`src/rtl/mem_access_stage.sv`:
```
// MEM stage of the 5-stage pipeline: branch resolution, loads/stores over a req/ack
// data-memory port, and the registered MEM/WB outputs.
module mem_access_stage (
   input  logic        clk,
   input  logic        rst_n,
   input  logic        RegWrite_in,
   input  logic        MemtoReg_in,
   input  logic        Branch_in,
   input  logic        Zero_in,
   input  logic        is_greater_in,
   input  logic        MemWrite_in,
   input  logic        MemRead_in,
   input  logic [63:0] immvalue_added_pc_in,
   input  logic [63:0] ALU_result_in,
   input  logic [63:0] WriteData_in,
   input  logic [3:0]  ALU_OP_in,
   input  logic [4:0]  dest_reg_in,
   input  logic [63:0] mem_rdata,
   input  logic        mem_ack,
   output logic        mem_req,
   output logic        mem_we,
   output logic [63:0] mem_addr,
   output logic [7:0]  mem_be,
   output logic [63:0] mem_wdata,
   output logic        pc_src,
   output logic [63:0] branch_target,
   output logic        flush_out,
   output logic        stall_out,
   output logic        misalign_err,
   output logic        RegWrite_out,
   output logic        MemtoReg_out,
   output logic        valid_out,
   output logic [63:0] read_data_out,
   output logic [63:0] ALU_result_out,
   output logic [4:0]  dest_reg_out
);

   typedef enum logic {IDLE, BUSY} state_t;
   state_t state, state_next;

   logic        mem_op, misaligned, accept, ack_seen, taken;
   logic [1:0]  size;
   logic [7:0]  size_mask;
   logic [63:0] load_shifted, load_ext;
   logic        lat_regwrite, lat_memtoreg, lat_store, lat_unsigned;
   logic [1:0]  lat_size;
   logic [2:0]  lat_lane;
   logic [63:0] lat_alu;
   logic [4:0]  lat_dest;
   logic        unused_op_bit;

   assign unused_op_bit = ALU_OP_in[3];
   assign size          = ALU_OP_in[1:0];
   assign mem_op        = MemRead_in | MemWrite_in;

   // Loads and stores share the size encoding in the low two bits (111 folds onto LD).
   always_comb begin
      size_mask  = 8'h01;
      misaligned = 1'b0;
      case (size)
         2'd0: begin size_mask = 8'h01; misaligned = 1'b0; end
         2'd1: begin size_mask = 8'h03; misaligned = ALU_result_in[0]; end
         2'd2: begin size_mask = 8'h0F; misaligned = |ALU_result_in[1:0]; end
         default: begin size_mask = 8'hFF; misaligned = |ALU_result_in[2:0]; end
      endcase
   end

   assign accept    = (state == IDLE) && mem_op && !misaligned;
   assign ack_seen  = (state == BUSY) && mem_req && mem_ack;
   assign stall_out = accept || ((state == BUSY) && !ack_seen);

   always_comb begin
      taken = 1'b0;
      case (ALU_OP_in[2:0])
         3'b000:  taken = Zero_in;
         3'b001:  taken = !Zero_in;
         3'b100:  taken = !is_greater_in && !Zero_in;
         3'b101:  taken = is_greater_in || Zero_in;
         default: taken = 1'b0;
      endcase
   end

   assign pc_src        = (state == IDLE) && Branch_in && taken;
   assign flush_out     = pc_src;
   assign branch_target = immvalue_added_pc_in;

   assign load_shifted = mem_rdata >> {lat_lane, 3'b000};

   always_comb begin
      load_ext = load_shifted;
      case (lat_size)
         2'd0: load_ext = lat_unsigned ? {56'd0, load_shifted[7:0]}
                                       : {{56{load_shifted[7]}}, load_shifted[7:0]};
         2'd1: load_ext = lat_unsigned ? {48'd0, load_shifted[15:0]}
                                       : {{48{load_shifted[15]}}, load_shifted[15:0]};
         2'd2: load_ext = lat_unsigned ? {32'd0, load_shifted[31:0]}
                                       : {{32{load_shifted[31]}}, load_shifted[31:0]};
         default: load_ext = load_shifted;
      endcase
   end

   always_ff @(posedge clk or negedge rst_n) begin
      if (!rst_n) state <= IDLE;
      else        state <= state_next;
   end

   always_comb begin
      state_next = state;
      case (state)
         IDLE:    if (accept)   state_next = BUSY;
         BUSY:    if (ack_seen) state_next = IDLE;
         default: state_next = IDLE;
      endcase
   end

   // While BUSY the MEM/WB register keeps the bubble written at accept time.
   always_ff @(posedge clk or negedge rst_n) begin
      if (!rst_n) begin
         mem_req        <= 1'b0;
         mem_we         <= 1'b0;
         mem_addr       <= 64'd0;
         mem_be         <= 8'd0;
         mem_wdata      <= 64'd0;
         misalign_err   <= 1'b0;
         valid_out      <= 1'b0;
         RegWrite_out   <= 1'b0;
         MemtoReg_out   <= 1'b0;
         read_data_out  <= 64'd0;
         ALU_result_out <= 64'd0;
         dest_reg_out   <= 5'd0;
         lat_regwrite   <= 1'b0;
         lat_memtoreg   <= 1'b0;
         lat_store      <= 1'b0;
         lat_unsigned   <= 1'b0;
         lat_size       <= 2'd0;
         lat_lane       <= 3'd0;
         lat_alu        <= 64'd0;
         lat_dest       <= 5'd0;
      end else begin
         misalign_err <= 1'b0;
         if (state == IDLE) begin
            if (!mem_op) begin
               valid_out      <= 1'b1;
               RegWrite_out   <= RegWrite_in;
               MemtoReg_out   <= MemtoReg_in;
               read_data_out  <= 64'd0;
               ALU_result_out <= ALU_result_in;
               dest_reg_out   <= dest_reg_in;
            end else begin
               valid_out      <= 1'b0;
               RegWrite_out   <= 1'b0;
               MemtoReg_out   <= 1'b0;
               read_data_out  <= 64'd0;
               ALU_result_out <= 64'd0;
               dest_reg_out   <= 5'd0;
               if (misaligned) begin
                  misalign_err <= 1'b1;
               end else begin
                  mem_req      <= 1'b1;
                  mem_we       <= MemWrite_in;
                  mem_addr     <= {ALU_result_in[63:3], 3'b000};
                  mem_be       <= MemWrite_in ? (size_mask << ALU_result_in[2:0]) : 8'h00;
                  mem_wdata    <= MemWrite_in ? (WriteData_in << {ALU_result_in[2:0], 3'b000}) : 64'd0;
                  lat_regwrite <= RegWrite_in;
                  lat_memtoreg <= MemtoReg_in;
                  lat_store    <= MemWrite_in;
                  lat_unsigned <= ALU_OP_in[2];
                  lat_size     <= size;
                  lat_lane     <= ALU_result_in[2:0];
                  lat_alu      <= ALU_result_in;
                  lat_dest     <= dest_reg_in;
               end
            end
         end else if (ack_seen) begin
            mem_req        <= 1'b0;
            valid_out      <= 1'b1;
            RegWrite_out   <= lat_regwrite;
            MemtoReg_out   <= lat_memtoreg;
            read_data_out  <= lat_store ? 64'd0 : load_ext;
            ALU_result_out <= lat_alu;
            dest_reg_out   <= lat_dest;
         end
      end
   end

endmodule
```
`config.mk`:
```
export PLATFORM = sky130hd
export DESIGN_NAME = mem_access_stage
export DESIGN_NICKNAME = d
export VERILOG_FILES = /design/src/rtl/mem_access_stage.sv
export SDC_FILE = /design/constraint.sdc
export NUM_CORES = 1
export LEC_CHECK = 0
export CAP_MARGIN = 20
export CORE_AREA = 2 2 238 240
export CTS_CLUSTER_DIAMETER = 100
export CTS_CLUSTER_SIZE = 30
export DETAILED_ROUTE_END_ITERATION = 12
export DIE_AREA = 0 0 240 242
export GPL_ROUTABILITY_DRIVEN = 0
export SKIP_LAST_GASP = 1
export SYNTH_ARGS = -nofsm -noshare
export SYNTH_HDL_FRONTEND = slang
export SYNTH_SLANG_ARGS = --single-unit
```
`constraint.sdc`:
```
create_clock -name clk -period 2.2 [get_ports clk]
set_input_delay 0.22 -clock clk [delete_from_list [all_inputs] [get_ports clk]]
set_output_delay 0.22 -clock clk [all_outputs]
set_load 0.1 [all_outputs]
```
# == Word-level counts from Yosys, hierarchy flattened ==
# Index checks and enable logic that the tools add are counted.
# word_totals
regBits,350
in_bits,275
output_inout_bits,342
elab_cells,94
# op_classes
eq_ne,9
n_shift,3
muxes,37
bitwise,3
n_reduce_logical,22
# op_table
operator,n
64-bit two-way mux,10
64-bit one-hot mux with 3 select lines,1
64-bit by 6-bit << shifter with 64-bit output,1
64-bit by 6-bit right shift with 64-bit output,1
8-bit one-hot mux with 3 select lines,1
1-bit two-way mux,18
5-bit two-way mux,3
1-bit logical AND,8
8-bit two-way mux,1
8-bit by 3-bit << shifter with 8-bit output,1
3-bit equality test (second input constant),2
3-bit AND reduction,2
2-bit by 1-bit equality test with 1-bit output (second input constant),2
2-bit equality test (second input constant),2
1-bit logical NOT,4
2-bit logical NOT,2
1-bit one-hot mux with 4 select lines,1
3-bit by 1-bit equality test with 1-bit output (second input constant),1
3-bit logical NOT,1
1-bit one-hot mux with 3 select lines,1
3-bit OR reduction,1
1-bit logical OR,2
2-bit by 1-bit != test with 1-bit output (second input constant),1
2-bit != test (second input constant),1
other kinds (5),6

# == Longest topological paths before layout ==
# Gate-level depths: netlist (run 1).
# depth
word_depth,6
ltp_mapped,9

# == Worst setup path after synthesis (run 1) ==
# No wires, ideal clock.
# synth_timing
path_kind,register to output
start,register mem_req
end,output port stall_out
arrival_time_ns,2.415
required_ns,1.980
path_slack_ns,-0.435
stages_incl_launch_ff,4
path_buffers,1
cell_sequence,dfrtp_1 -> a21oi_1 -> clkbuf_1 -> nand2b_1
# synth_via
elab_chain_len,5
# synth_lines
element,line_no,rtl
"start, declared",20,"output logic mem_req,"
"start signal, assigned",119,mem_req <= 1'b0;
"start signal, assigned",159,mem_req <= 1'b1;
"start signal, assigned",175,mem_req <= 1'b0;
1-bit logical AND (2 in series),69,assign ack_seen = (state == BUSY) && mem_req && mem_ack;
1-bit logical NOT,70,assign stall_out = accept || ((state == BUSY) && !ack_seen);
1-bit logical AND,70,
1-bit logical OR,70,
"end, declared",28,"output logic stall_out,"
# Every way passes these cells.

# == Final worst setup path (run 1) ==
# layout_timing
start,register lat_lane[1]
end,register read_data_out[20]
# layout_via
elab_chain_len,6
elab_cells_between_ends,8
classes_between,shift (1); mux (7)
# layout_lines
element,line_no,rtl
"start, declared",47,logic [2:0] lat_lane;
"start signal, assigned",169,lat_lane <= ALU_result_in[2:0];
64-bit by 6-bit right shift with 64-bit output (*),87,"assign load_shifted = mem_rdata >> {lat_lane, 3'b000};"
"64-bit two-way mux, on equally long branches","96, 92, 94",
64-bit one-hot mux with 3 select lines (*),91,case (lat_size)
64-bit two-way mux (*),179,read_data_out <= lat_store ? 64'd0 : load_ext;
64-bit two-way mux (*),174,end else if (ack_seen) begin
64-bit two-way mux (*),141,if (state == IDLE) begin
"end signal, assigned",179,
"end, declared",33,"output logic [63:0] read_data_out,"
# Mark *: on every way between the ends. The rest lies on a longest branch, timed or not. The select of a mux whose other input is x is not followed.
# A chain may end at the register's enable or synchronous reset.

==> flow_summary.yaml, run 1 <==
clocking:
  root_buffer: "clkbuf_16"
  path_clk_slew_ns: 0.09
  cts_tree: "done"
  clock-sinks: 286
  clockBufferDepth: 3
  htreeDepth: 1
  worst_skew_pair.late_latency_ns: 0.54
  numCtsBuffers: 17
die:
  die_x_um: 240
  pin_count: 617
  design.die.area_mm2: 0.0581
  std_cell_rows: 87
  start_util_pct: 27.7
  die_y_um: 242
  core_mm2: 0.0557
placement:
  place_area_mm2: 0.0201
  io_buffer_count: 484
  placed_cells: 2583
  hpwl_mm: 43.7
routing:
  vias: 13153
  routedLengthMet1_mm: 22.7
  wl_met2_mm: 27.0
  wl_per_cell_um: 21.8
  drt_iter0_drc: 1114
  wl_met3_mm: 5.26
  dr.max_layer_used: "met4"
  wl_mm: 57.3
  drc: 0
  dr.pass1.iters: 5
  drt.antenna.violating_nets: 0
  vias_per_cell: 5.01
logic_synthesis:
  ys_ff_latch: 286
  synthDominantCellAreaShare_pct: 46.4
  synth.area.top_cells: "dfrtp_1 46%, mux2_2 7.2%, buf_4 6.4%"
  synth_area_mm2: 0.0154
  async_flop_share_pct: 100
  ys_seq_area_share_pct: 46.4
  synth-edff-count: 0
  synth_most_common_cell: "dfrtp_1"
  synth_cells: 1496
  syn_area_per_cell_um2: 10.3
  synth_common_cells: "286 x dfrtp_1, 236 x nand2_1, 156 x o21ai_0"
  yosysWarningCount: 0
  synth_cell_types: 56
  synth_ff_type: "dfrtp_1"
  synth_top_cell_by_area: "dfrtp_1"
finish:
  nFillCells: 5645
  nets: 2131
  fin_util_pct: 37.2
  area_growth_pct: 34.5
  final_area_mm2: 0.0207
  drive_above_1_share_pct: 31.3
  final_cell_count_no_fill: 2626
sta:
  relSlewSlack_pct: 39.7
  rsz0062_at_grt: "true"
  hold_violations: 0
  slew_violations: 0
  period_minus_slack_ns: 2.16
  fin_skew_ns: 0.0236
  holdWs_ns: 0.204
  period_share_pct: 98.0
  fmax_mhz: 464
  tightest_slew_ns: 0.905
  setup_viol: 0
global_route:
  grtUsageTotal_pct: 18.9
  grt_start_max_net_pins: 79
  grt-ovfl-total: 0
  grt_pass1_wl_mm: 84.3
  grt_pass1_vias: 13189
  grt_antenna_before_repair: 5
setup_path:
  crit_slowest_cell: "dfrtp_2"
  worstPathCellList: "buf_4 -> buf_12 -> mux2_2 -> or2_2 -> a32oi_1 -> o211ai_1"
  cpPeakStageDelay_ns: 0.52
  crit_required_ns: 2.59
  cp.arrival_ns: 2.54
  crit_fanout: 35
  criticalPathCategory: "flip-flop to flip-flop"
  worstSetupStartpointType: "flip-flop"
  worst_setup_path_end_kind: "flip-flop"
hold_path:
  hold_class: "primary input to asynchronous set/reset pin"
run_status:
  outcome: "complete, no violations"
job:
  drv_cap: 0
## routing by layer
metal | up-vias | global-route usage (%)
met4 | 0 | 7.20
met1 | 6457 | 23.7
met2 | 629 | 30.8
li1 | 5964 | -
met3 | 103 | 5.16
met5 | - | 0
## worst max-delay path: cells and delay by family, from the launching register on
family	cells	cell delay [ns]
compound gates	2	0.44
mux	1	0.38
simple gates	1	0.27
flops	1	0.52
buf+inv	2	0.39
## path summary, 6_finish.rpt
| kind | startpoint | depth (start not counted) | slack (ns) | to |
|---|---|---|---|---|
| max in group asynchronous | rst_n | 3 | 1.20 | lat_alu[54] |
| min in group clk | ALU_result_in[36] | 2 | 0.31 | lat_alu[36] |
| max | lat_lane[1] | 6 | 0.04 | read_data_out[20] |
| max reg2reg | lat_lane[1] | 6 | 0.04 | read_data_out[20] |
| min | rst_n | 2 | 0.20 | read_data_out[51] |
| min reg2reg | read_data_out[50] | 2 | 0.49 | read_data_out[50] |
## final cells by class
class | count | area (um2) | share of cell area (%)
Inverter | 7 | 26.3 | 0.127
Multi-Input combinational cell | 960 | 6780 | 32.7
Antenna cell | 5 | 12.5 | 0.0603
Clock buffer | 19 | 443 | 2.13
Timing Repair Buffer | 584 | 5250 | 25.3
Sequential cell | 286 | 7160 | 34.5
Tap cell | 756 | 946 | 4.56
Clock inverter | 9 | 131 | 0.633
## state kept, by name (all words and copies together), names as in the netlist, 2 cells and up
| register | count |
|---|---|
| lat_dest | 5 |
| mem_be | 8 |
| dest_reg_out | 5 |
| lat_lane | 2 |
| ALU_result_out | 64 |
| lat_size | 2 |
| mem_wdata | 64 |
| lat_alu | 62 |
| read_data_out | 64 |
## placed cells by master (no fill, tap or decap), types with 5 or more instances in the layout
cell	instances
o22ai_1	16
a21oi_1	33
diode_2	5
a32oi_1	8
nor3_1	6
buf_12	26
o21ai_0	156
or2_2	9
a22oi_1	74
nor2b_1	12
o211ai_1	14
a2bb2oi_1	7
inv_1	6
nand2_1	236
clkbuf_16	18
buf_4	348
a31oi_1	13
mux2i_1	92
nand2b_1	12
dfrtp_1	283
clkdlybuf4s50_1	206
a22o_1	33
mux2_2	99
a211oi_1	22
nor2_1	25
mux4_2	22
o21ai_2	31
## metrics by stage
step                      setup TNS, ns  setup WS (ns)
after CTS                             0         0.0246
after detailed placement          -1.41        -0.0475
after floorplan                       0         0.0730
after global routing             -0.355        -0.0475
after global placement           -0.594        -0.0191
final                                 0         0.0437
## kinds of logic after synthesis
| kind of cell | synth area share [%] |
|---|---|
| compound gates | 18.1 |
| simple gates | 8.92 |
| flops | 46.4 |
| buf+inv | 9.97 |
| mux | 16.6 |
| xor+xnor | 0.0568 |
| other cells | 0.0243 |
## what timing repair did
item / CTS / global route
gates cloned: 0 / 1
hold buffers: 1 / 0
resized for setup: 1 / 1
endpoints found under the hold margin: 72 / 0
setup buffers: 2 / 6
setup endpoints to repair: 1 / 17
Power of run 1 is left out: the tool's default activity adds up to more than one toggle a clock period on the data nets, which glitch-free logic cannot reach.
==> inputs of run 2 (changes only) <==
- SKIP_CTS_REPAIR_TIMING: default -> 1
==> run 2 against run 1 <==
Against the previous run:
- worst hold slack better by 0.0024 ns
- global-route usage is essentially flat
- via count down 0.18%
- critical path type unchanged
- critical path depth did not move
- first-iteration DRC count decreased by 5.7%
- die area is the same
- setup slack gained 0.0071 ns
==> flow_summary.yaml, run 2 (synthesis results as in run 1) <==
setup_path:
  crit_fanout: 35
  worst_setup_path_end_kind: "flip-flop"
  cpPeakStageDelay_ns: 0.52
  timing.rr.start: "lat_lane[1]"
  cp.arrival_ns: 2.53
  crit_slowest_cell: "dfrtp_2"
  reg2regPathDepth: 6
  worstReg2RegEnd: "read_data_out[20]"
  criticalPathCategory: "flip-flop to flip-flop"
  crit_required_ns: 2.59
  worstPathCellList: "buf_4 -> buf_12 -> mux2_2 -> or2_2 -> a32oi_1 -> o211ai_1"
  worstSetupStartpointType: "flip-flop"
  reg2reg_slack_ns: 0.05
finish:
  reg_top3: "ALU_result_out x64, mem_wdata x64, read_data_out x64"
  nFillCells: 5645
  final_cell_mix: "347 x buf_4, 283 x dfrtp_1, 236 x nand2_1"
  final_common_cell: "buf_4"
  area_growth_pct: 34.4
  multi_input_area_mm2: 0.00678
  nets: 2130
  drive_above_1_share_pct: 31.2
  regArea_mm2: 0.00716
sta:
  fmax_mhz: 465
  fin_skew_ns: 0.0260
  hold_violations: 0
  tightest_slew_ns: 0.918
  slew_violations: 0
  relSlewSlack_pct: 38.8
  setup-tns-final_ns: 0
  setup_viol: 0
  period_share_pct: 97.7
  rsz0062_at_grt: "true"
  period_minus_slack_ns: 2.15
hold_path:
  hold_class: "primary input to asynchronous set/reset pin"
global_route:
  grt_start_max_net_pins: 79
  grt_pass1_wl_mm: 84.2
  grt_pass1_vias: 13163
  grt-ovfl-total: 0
  grt_antenna_before_repair: 5
  grtUsageTotal_pct: 18.9
die:
  die_y_um: 242
  core_mm2: 0.0557
  std_cell_rows: 87
  start_util_pct: 27.7
  design.die.area_mm2: 0.0581
  die_x_um: 240
  pin_count: 617
clocking:
  numCtsBuffers: 17
  worst_skew_pair.late_latency_ns: 0.54
  clock-sinks: 286
  clockBufferDepth: 3
  root_buffer: "clkbuf_16"
  path_clk_slew_ns: 0.11
  htreeDepth: 1
  cts_tree: "done"
routing:
  dr.pass1.iters: 5
  vias_per_cell: 5.00
  vias: 13129
  drc: 0
  drt_iter0_drc: 1050
  drt.antenna.violating_nets: 0
  wl_mm: 57.3
  wl_per_cell_um: 21.8
job:
  drv_cap: 0
placement:
  io_buffer_count: 484
  hpwl_mm: 43.7
run_status:
  outcome: "complete, no violations"
==> run 2: cell count changes in the layout (fill, tap and decap cells not counted), sizes merged <==
cell / delta
buf: -1
==> run 2: final cells by class <==
| class | count | share of cell area, % |
|---|---|---|
| multi-input cells | 960 | 32.7 |
| repair buffers | 583 | 25.3 |
| inverters | 7 | 0.127 |
| flip-flops and latches | 286 | 34.5 |
| diodes | 5 | 0.0603 |
| clock inverters | 9 | 0.634 |
| well taps | 756 | 4.56 |
| clock buffers | 19 | 2.14 |
==> run 2: worst max-delay path by stage <==
stage / start / end
2_1_floorplan: lat_store / read_data_out[22]
3_3_place_gp: ALU_OP_in[0] / lat_dest[3]
3_5_place_dp: ALU_OP_in[0] / lat_alu[10]
4_1_cts: state / stall_out
5_1_grt: lat_lane[1] / read_data_out[25]
6_report: lat_lane[1] / read_data_out[20]
==> run 2: worst max-delay path: cells and delay by family (launching register included) <==
family,cells,cell delay (ns)
and+or+nand+nor,1,0.27
AOI/OAI and AO/OA,2,0.44
muxes,1,0.38
DFF,1,0.52
buffers and inverters,2,0.39
==> run 2: per-layer routing <==
metal  track usage (%)  up-vias  share of wire [%]
met5                 0        -                  0
met4              7.25        0                4.1
met3              5.22      107                9.1
met2              30.7      650                 47
met1              23.7     6421                 40
li1                  -     5951                  -
==> run 2: metrics by stage <==
step	setup WS [ns]	cells	cell area (um2)	util [%]	hold slack (ns)
after global routing	-0.0475	2625	20700	37.2	0.219
final	0.0508	2625	20700	37.2	0.207
after floorplan	0.0730	1498	15400	-	-0.0756
after detailed placement	-0.0475	2583	20100	36.0	0.168
after CTS	-0.0885	2611	20600	37.0	-0.411
after global placement	-0.0191	2583	20100	36.0	0.174
Power of run 2 is left out for the same reason.
